### src/rtl/ring_fx_sequencer.sv
// Frame-rate scene sequencer for the rings effect: debounced scene button,
// auto-advance timer, per-scene phase animation and a blanking fade.
//
// Ports:
//   clk, rst_n   pixel clock, async active-low reset
//   frame_tick   one-cycle pulse at pixel (0,0) of every frame
//   btn_next     raw push-button (async, active high)
//   auto_en      advance scenes after HOLD_FRAMES frames
//   pause        freeze phase and hold count while playing
//   phase        animation offset to the rings datapath
//   direction    0 = outward, 1 = inward
//   gray_scale   grayscale colour select
//   blank        force RGB to black during the fade
//   scene        current scene index
module ring_fx_sequencer #(
  parameter int HOLD_FRAMES = 240,
  parameter int FADE_FRAMES = 8,
  parameter int DEB_CYCLES  = 65536
) (
  input  logic       clk,
  input  logic       rst_n,
  input  logic       frame_tick,
  input  logic       btn_next,
  input  logic       auto_en,
  input  logic       pause,
  output logic [7:0] phase,
  output logic       direction,
  output logic       gray_scale,
  output logic       blank,
  output logic [1:0] scene
);

  typedef enum logic {PLAY, FADE} state_t;

  localparam int DW = $clog2(DEB_CYCLES);
  localparam logic [9:0] HMAX = 10'(HOLD_FRAMES - 1);
  localparam logic [7:0] FMAX = 8'(FADE_FRAMES - 1);
  localparam logic [DW-1:0] DMAX = DW'(DEB_CYCLES - 1);

  function automatic logic [7:0] step_of(input logic [1:0] s);
    logic [7:0] r;
    unique case (s)
      2'd0: r = 8'd1;
      2'd1: r = 8'd2;
      2'd2: r = 8'd1;
      2'd3: r = 8'd3;
    endcase
    return r;
  endfunction

  function automatic logic dir_of(input logic [1:0] s);
    return s[0];
  endfunction

  function automatic logic gray_of(input logic [1:0] s);
    return s == 2'd2;
  endfunction

  logic          sync1;
  logic          sync2;
  logic          deb_level;
  logic [DW-1:0] deb_cnt;
  logic          deb_done;
  logic          deb_rise;

  // The level flips on the DEB_CYCLES-th consecutive differing cycle.
  assign deb_done = (sync2 != deb_level) && (deb_cnt == DMAX);
  assign deb_rise = deb_done && sync2;

  always_ff @(posedge clk or negedge rst_n) begin
    if (!rst_n) begin
      sync1     <= 1'b0;
      sync2     <= 1'b0;
      deb_level <= 1'b0;
      deb_cnt   <= '0;
    end else begin
      sync1 <= btn_next;
      sync2 <= sync1;
      if (sync2 != deb_level) begin
        if (deb_done) begin
          deb_level <= sync2;
          deb_cnt   <= '0;
        end else begin
          deb_cnt <= deb_cnt + 1'b1;
        end
      end else begin
        deb_cnt <= '0;
      end
    end
  end

  state_t     state, state_d;
  logic [1:0] scene_d;
  logic [7:0] phase_d;
  logic [9:0] hold_cnt, hold_d;
  logic [7:0] fade_cnt, fade_d;
  logic       next_pend, pend_d;
  logic       blank_d;
  logic       dir_d;
  logic       gray_d;

  always_ff @(posedge clk or negedge rst_n) begin
    if (!rst_n) begin
      state      <= PLAY;
      scene      <= 2'd0;
      phase      <= 8'd0;
      hold_cnt   <= 10'd0;
      fade_cnt   <= 8'd0;
      next_pend  <= 1'b0;
      blank      <= 1'b0;
      direction  <= 1'b0;
      gray_scale <= 1'b0;
    end else begin
      state      <= state_d;
      scene      <= scene_d;
      phase      <= phase_d;
      hold_cnt   <= hold_d;
      fade_cnt   <= fade_d;
      next_pend  <= pend_d;
      blank      <= blank_d;
      direction  <= dir_d;
      gray_scale <= gray_d;
    end
  end

  always_comb begin
    state_d = state;
    scene_d = scene;
    phase_d = phase;
    hold_d  = hold_cnt;
    fade_d  = fade_cnt;
    pend_d  = next_pend;
    blank_d = blank;
    unique case (state)
      PLAY: begin
        if (deb_rise) pend_d = 1'b1;
        if (frame_tick) begin
          // Entering the fade clears a request that lands on this tick.
          if (next_pend || (auto_en && hold_cnt == HMAX)) begin
            state_d = FADE;
            blank_d = 1'b1;
            fade_d  = 8'd0;
            pend_d  = 1'b0;
          end else if (!pause) begin
            phase_d = phase + step_of(scene);
            if (hold_cnt != HMAX) hold_d = hold_cnt + 10'd1;
          end
        end
      end
      FADE: begin
        if (frame_tick) begin
          if (fade_cnt == FMAX) begin
            state_d = PLAY;
            scene_d = scene + 2'd1;
            phase_d = 8'd0;
            hold_d  = 10'd0;
            blank_d = 1'b0;
          end else begin
            fade_d = fade_cnt + 8'd1;
          end
        end
      end
    endcase
    dir_d  = dir_of(scene_d);
    gray_d = gray_of(scene_d);
  end

endmodule

### config.mk
export PLATFORM = sky130hd
export DESIGN_NAME = ring_fx_sequencer
export DESIGN_NICKNAME = d
export VERILOG_FILES = /design/src/rtl/ring_fx_sequencer.sv
export SDC_FILE = /design/constraint.sdc
export NUM_CORES = 1
export LEC_CHECK = 0
export BUFFER_PORTS_ARGS = -buffer_cell sky130_fd_sc_hd__buf_2
export CAP_MARGIN = 20
export CORE_ASPECT_RATIO = 0.7
export CORE_MARGIN = 10
export CORE_UTILIZATION = 32
export CTS_CLUSTER_DIAMETER = 60
export DETAILED_ROUTE_END_ITERATION = 8
export SLEW_MARGIN = 20
export SYNTH_ARGS = -nofsm -noshare
export SYNTH_HDL_FRONTEND = slang
export SYNTH_SLANG_ARGS = --single-unit
export TNS_END_PERCENT = 30
### constraint.sdc
create_clock -name clk -period 2.8 [get_ports clk]
set_input_delay 0.28 -clock clk [delete_from_list [all_inputs] [get_ports clk]]
set_output_delay 0.28 -clock clk [all_outputs]
set_load 0.02 [all_outputs]
After elaboration in Yosys (flattened, before gate mapping) --
Index checks and enable logic that the tools add are counted.
Storage, ports and cells: memories kept 0, input port bits 6, bits in latches 0, register bits 52, memory bits (read-only) 0, bits in writable memories 0, output and inout port bits 13, logic and storage cells 88
Cells by class: shift operators 0, reductions and logical operators 11, add/sub/neg operators 5, mux-type cells 41, bitwise operators 1, equality and inequality tests 17, multiply operators 0, div/mod/pow operators 0, magnitude comparators 0
Operators with widths (count):
- 8-bit 2-to-1 mux | 13
- 10-bit 2-to-1 mux | 6
- 16-bit 2-to-1 mux | 2
- 8-bit one-hot mux with 2 select lines | 2
- 8-bit one-hot mux with 3 select lines | 1
- 10-bit one-hot mux with 2 select lines | 1
- 16-bit by 1-bit adder with 16-bit output (second input constant) | 1
- 16-bit == test (second input constant) | 1
- 2-bit inequality test (second input constant) | 7
- 1-bit 2-to-1 mux | 11
- 10-bit by 1-bit adder with 10-bit output (second input constant) | 1
- 10-bit by 8-bit == test with 1-bit output (second input constant) | 1
- 10-bit by 8-bit inequality test with 1-bit output (second input constant) | 1
- 8-bit by 1-bit adder with 8-bit output (second input constant) | 1
- 8-bit adder | 1
- 8-bit by 3-bit == test with 1-bit output (second input constant) | 1
- 4-bit AND reduction | 2
- 2-bit == test (second input constant) | 3
- 2-bit 2-to-1 mux | 3
- 6-bit AND reduction | 1
- 5-bit AND reduction | 1
- 1-bit one-hot mux with 2 select lines | 2
- 1-bit logical AND | 3
- 2-bit by 1-bit adder with 2-bit output (second input constant) | 1
- other kinds (8) | 8

Longest topological paths before layout --
word-level depth 12, depth in mapped cells 9, mapped depth without buffers 9

Least setup slack after synthesis --
No wires, ideal clock.
kind flip-flop to flip-flop, from register hold_cnt[0], to register phase[7], clock period less this slack 2.103 ns, path buffers 0, cell stages (with the launch flop) 7, setup slack 0.697 ns, arrival time 2.026 ns, required time 2.723 ns, setup time 0.077 ns, cell sequence dfrtp_1 ha_1 and3_1 a41o_1 a211o_1 or4_1 a21oi_1
On the way: cells in the longest elaborated chain, start to end 5
Ends and longest elaborated chain:
- from (decl) | RTL line 95 | logic [9:0] hold_cnt, hold_d;
- from (signal assigned) | RTL line 117 | hold_cnt <= hold_d;
- 10-bit by 8-bit == test with 1-bit output | RTL line 139 | if (next_pend || (auto_en && hold_cnt == HMAX)) begin
- 1-bit logical AND | RTL line 139
- 1-bit logical OR | RTL line 139
- 2-bit inequality test (no source line)
- 5-bit AND reduction (no source line)
- to (signal assigned) | RTL line 116 | phase <= phase_d;
- to (decl) | RTL line 26 | output logic [7:0] phase,
Every way passes these cells. A chain may end at the register's enable or synchronous reset.

Worst setup path after layout --
Same ends and word-level chain as after synthesis.

==> flow_summary_export.csv <==
group,metric,value,unit
clocking,path_clk_slew,0.07,ns
sta,post-route-period-util,0.808,
worst_setup_path,crit_path_start_kind,"flop",
clocking,clock_latency,0.29,ns
synthesis,ys_async_sr_fraction,1.00,
worst_setup_path,rrSetupSlack,0.54,ns
routing,detail-route-antenna-nets,0,
worst_setup_path,crit_end,"phase[7]",
synthesis,yosysWarnings,0,
sta,maxSlewHeadroom,0.649,
floorplanning,die-area,12400,um2
synthesis,synth-edff-count,0,
synthesis,synthAdderAreaFrac,0.0357,
routing,dr.pass1.iters,5,
pwr,switching_power,807,uW
sta,setup_slack,0.536,ns
sta,final-setup-viol-count,0,
routing,via_per_inst,5.18,
global_route,grt_pass1_vias,2053,
global_route,grt-ovfl-total,0,
routing,routed_wl,5600,um
worst_setup_path,rr_startpoint,"hold_cnt[0]",
layout,diodes,0,
sta,holdWs,0.108,ns
synthesis,synth.yosys.seq_area_share,0.479,
synthesis,synthSimpleGateAreaFrac,0.237,
worst_setup_path,worstPathRequired,3.02,ns
pwr,p_int,1560,uW
floorplanning,rows,27,
worst_setup_path,endpoint_kind,"flop",
pwr,clkPwrFrac,0.289,
synthesis,synth_cells,281,
floorplanning,io_pins,19,
clocking,cts_root_buf,"clkbuf_16",
synthesis,synthFlopType,"dfrtp_1",
clocking,htree_levels,2,
layout,syn_to_final_growth,14.3,%
clocking,cts_resized,0,
pwr,p_leak,0.00134,uW
synthesis,synth_xor_area_frac,0.0526,
sta,max_freq,442,MHz
worst_setup_path,crit_chain,"ha_1, and3_1, a41o_1, a211o_1, or4_1, a21oi_1",
synthesis,synth_cell_types,45,
sta,min_period,2.26,ns
floorplanning,coreArea,7970,um2
pwr,combPwrFrac,0.257,
synthesis,synth_area,2670,um2
routing,dr_total_vias,2094,
global_route,grt_pass1_wl,9690,um
layout,drive_above_1_share,0.125,
place,gp_congestion,0.806,
synthesis,synth-compound-area-share,0.139,
flow_run,cap_violations,0,
min_path,hp-class,"input pin to flop",
layout,layout.nets,316,
worst_setup_path,crit_start,"hold_cnt[0]",
place,io_buffer_count,18,
clocking,cts_tree,"built",
place,dp_hpwl,4070,um
place,place_ws,0.553,ns
pwr,p_sw_frac,0.341,
global_route,grt_usage,0.0956,
clocking,numCtsBuffers,5,
worst_setup_path,crit_fanout,7,
synthesis,syn_avg_cell_area,9.49,um2
pwr,p_per_area,777,nW/um2
sta,drv_slew,0,
sta,rsz0062_at_grt,"no",
floorplanning,chipHeight,96.4,um
sta,worstMarginPinSlew,0.527,ns
run_status,status,"complete, no violations",
floorplanning,die_x,129,um
worst_setup_path,critPathMaxStageDelay,0.51,ns
global_route,antenna_found_initial,0,
routing,drc,0,
synthesis,synth_mux_area_frac,0.0235,
clocking,clk_path_buf_depth,2,
worst_setup_path,r2r_cells,6,
pwr,vdd_ir_drop_max,302,uV
routing,wire_per_inst,13.9,um
floorplanning,start_util,0.334,
routing,drt_iter0_drc,201,
sta,hold_viol_final,0,
worst_setup_path,r2r_end,"phase[7]",
synthesis,synth_top_family_by_area,"simple AND/OR/NAND/NOR gates",
worst_setup_path,cp_slowest_cell,"or4_1",
worst_setup_path,cp.arrival,2.48,ns
clocking,clock_sinks,51,
synthesis,synth_fp_nets,294,
synthesis,ys_ff_latch,51,
worst_setup_path,path_class,"flop to flop",
pwr,sequentialPowerShare,0.454,
sta,finalSetupTns,0,ns
global_route,grt_max_degree,19,
sta,clock_skew,0.00890,ns
[Yosys cell counts, types with 2 or more instances]
| cell | count | area [um2] |
|---|---|---|
| dfrtp_1 | 51 | 1280 |
| nor2_1 | 39 | 146 |
| nand2_1 | 20 | 75.1 |
| nand3_1 | 19 | 95.1 |
| a21oi_1 | 16 | 80.1 |
| o21ai_0 | 14 | 70.1 |
| inv_1 | 11 | 41.3 |
| xnor2_1 | 10 | 87.6 |
| a31oi_1 | 8 | 50.1 |
| and3_1 | 7 | 43.8 |
| nand4_1 | 7 | 43.8 |
| clkbuf_1 | 6 | 22.5 |
| ha_1 | 6 | 75.1 |
| nor4_1 | 6 | 37.5 |
| xor2_1 | 6 | 52.6 |
| a221o_1 | 5 | 50.1 |
| nor2b_1 | 5 | 31.3 |
| nor3_1 | 5 | 25.0 |
| mux2i_1 | 4 | 40.0 |
| or3_1 | 4 | 25.0 |
| a22o_1 | 3 | 26.3 |
| nand2b_1 | 3 | 18.8 |
| a41oi_1 | 2 | 17.5 |
| mux2_2 | 2 | 22.5 |
| or2_2 | 2 | 12.5 |
[logic make-up after synthesis]
family	after synthesis
AND/OR/NAND/NOR	125
multiplexers	6
AO/OA/AOI/OAI	56
buffers and inverters	20
XOR/XNOR	16
flip-flops	51
adder cells (fa/ha/maj)	7
[critical path, delay by kind of cell (launching register included)]
family | cells | cell delay, ns
AO/OA/AOI/OAI | 3 | 0.88
AND/OR/NAND/NOR | 2 | 0.69
flip-flops | 1 | 0.40
adder cells (fa/ha/maj) | 1 | 0.22
[through the flow]
stage,power [uW],area (um2),util,instances
final,2370,3050,0.382,404
after global routing,2540,3050,0.382,404
after CTS,2400,3050,0.382,404
after detailed placement,1700,2870,0.360,396
after global placement,1690,2870,0.360,396
after floorplan,1510,2670,-,281
[registers in the layout (all words and copies together) (netlist names)]
name        count
deb_cnt        16
hold_cnt       10
fade_cnt        8
phase           8
scene           2
blank           1
deb_level       1
gray_scale      1
next_pend       1
state           1
sync1           1
sync2           1
[metal layers]
metal	track usage	part of all wire
met4	0.0377	0.014
met5	0	0
met2	0.148	0.43
met3	0.0234	0.038
met1	0.127	0.52
[worst min-delay path by stage]
stage / start / endpoint / slack [ns] / cells after the start
floorplan: rst_n / blank / -0.02 / 0
global placement: rst_n / hold_cnt[5] / 0.24 / 1
detailed placement: rst_n / hold_cnt[5] / 0.24 / 1
CTS: btn_next / sync1 / 0.10 / 1
global route: btn_next / sync1 / 0.10 / 1
finish: btn_next / sync1 / 0.11 / 1
[cell type report]
cell class | count | area, um2
Clock inverter | 2 | 37.5
Sequential cell | 51 | 1280
Tap cell | 101 | 126
Fill cell | 794 | 4930
Multi-Input combinational cell | 210 | 1300
Clock buffer | 5 | 125
Timing Repair Buffer | 24 | 138
Inverter | 11 | 41.3
[power groups by stage]
stage | clock (uW) | sequential [uW] | combinational [uW]
4_1_cts | 709 | 1070 | 620
2_1_floorplan | 0 | 1090 | 416
3_3_place_gp | 0 | 1080 | 607
3_5_place_dp | 0 | 1090 | 616
5_1_grt | 735 | 1110 | 694
6_report | 684 | 1070 | 608
[cell usage in the layout, fill, tap and decap left out, types with 3 or more instances in the layout]
cell,instances
nor4_1,6
a22o_1,3
a21oi_1,16
mux2i_1,4
o21ai_0,14
nand4_1,7
nand3_1,19
nor2_1,39
buf_4,5
a221o_1,5
clkbuf_16,5
and3_1,7
nor2b_1,5
a31oi_1,8
xnor2_1,10
buf_2,18
xor2_1,6
inv_1,11
ha_1,6
or3_1,4
nand2b_1,3
nand2_1,20
dfrtp_1,51
nor3_1,5
[repair_timing]
item / in CTS / in global routing
hold buffers: 1 / 0
setup buffers: 0 / 0
endpoints found under the hold margin: 16 / 0
Power figures use the tool's default switching activity.
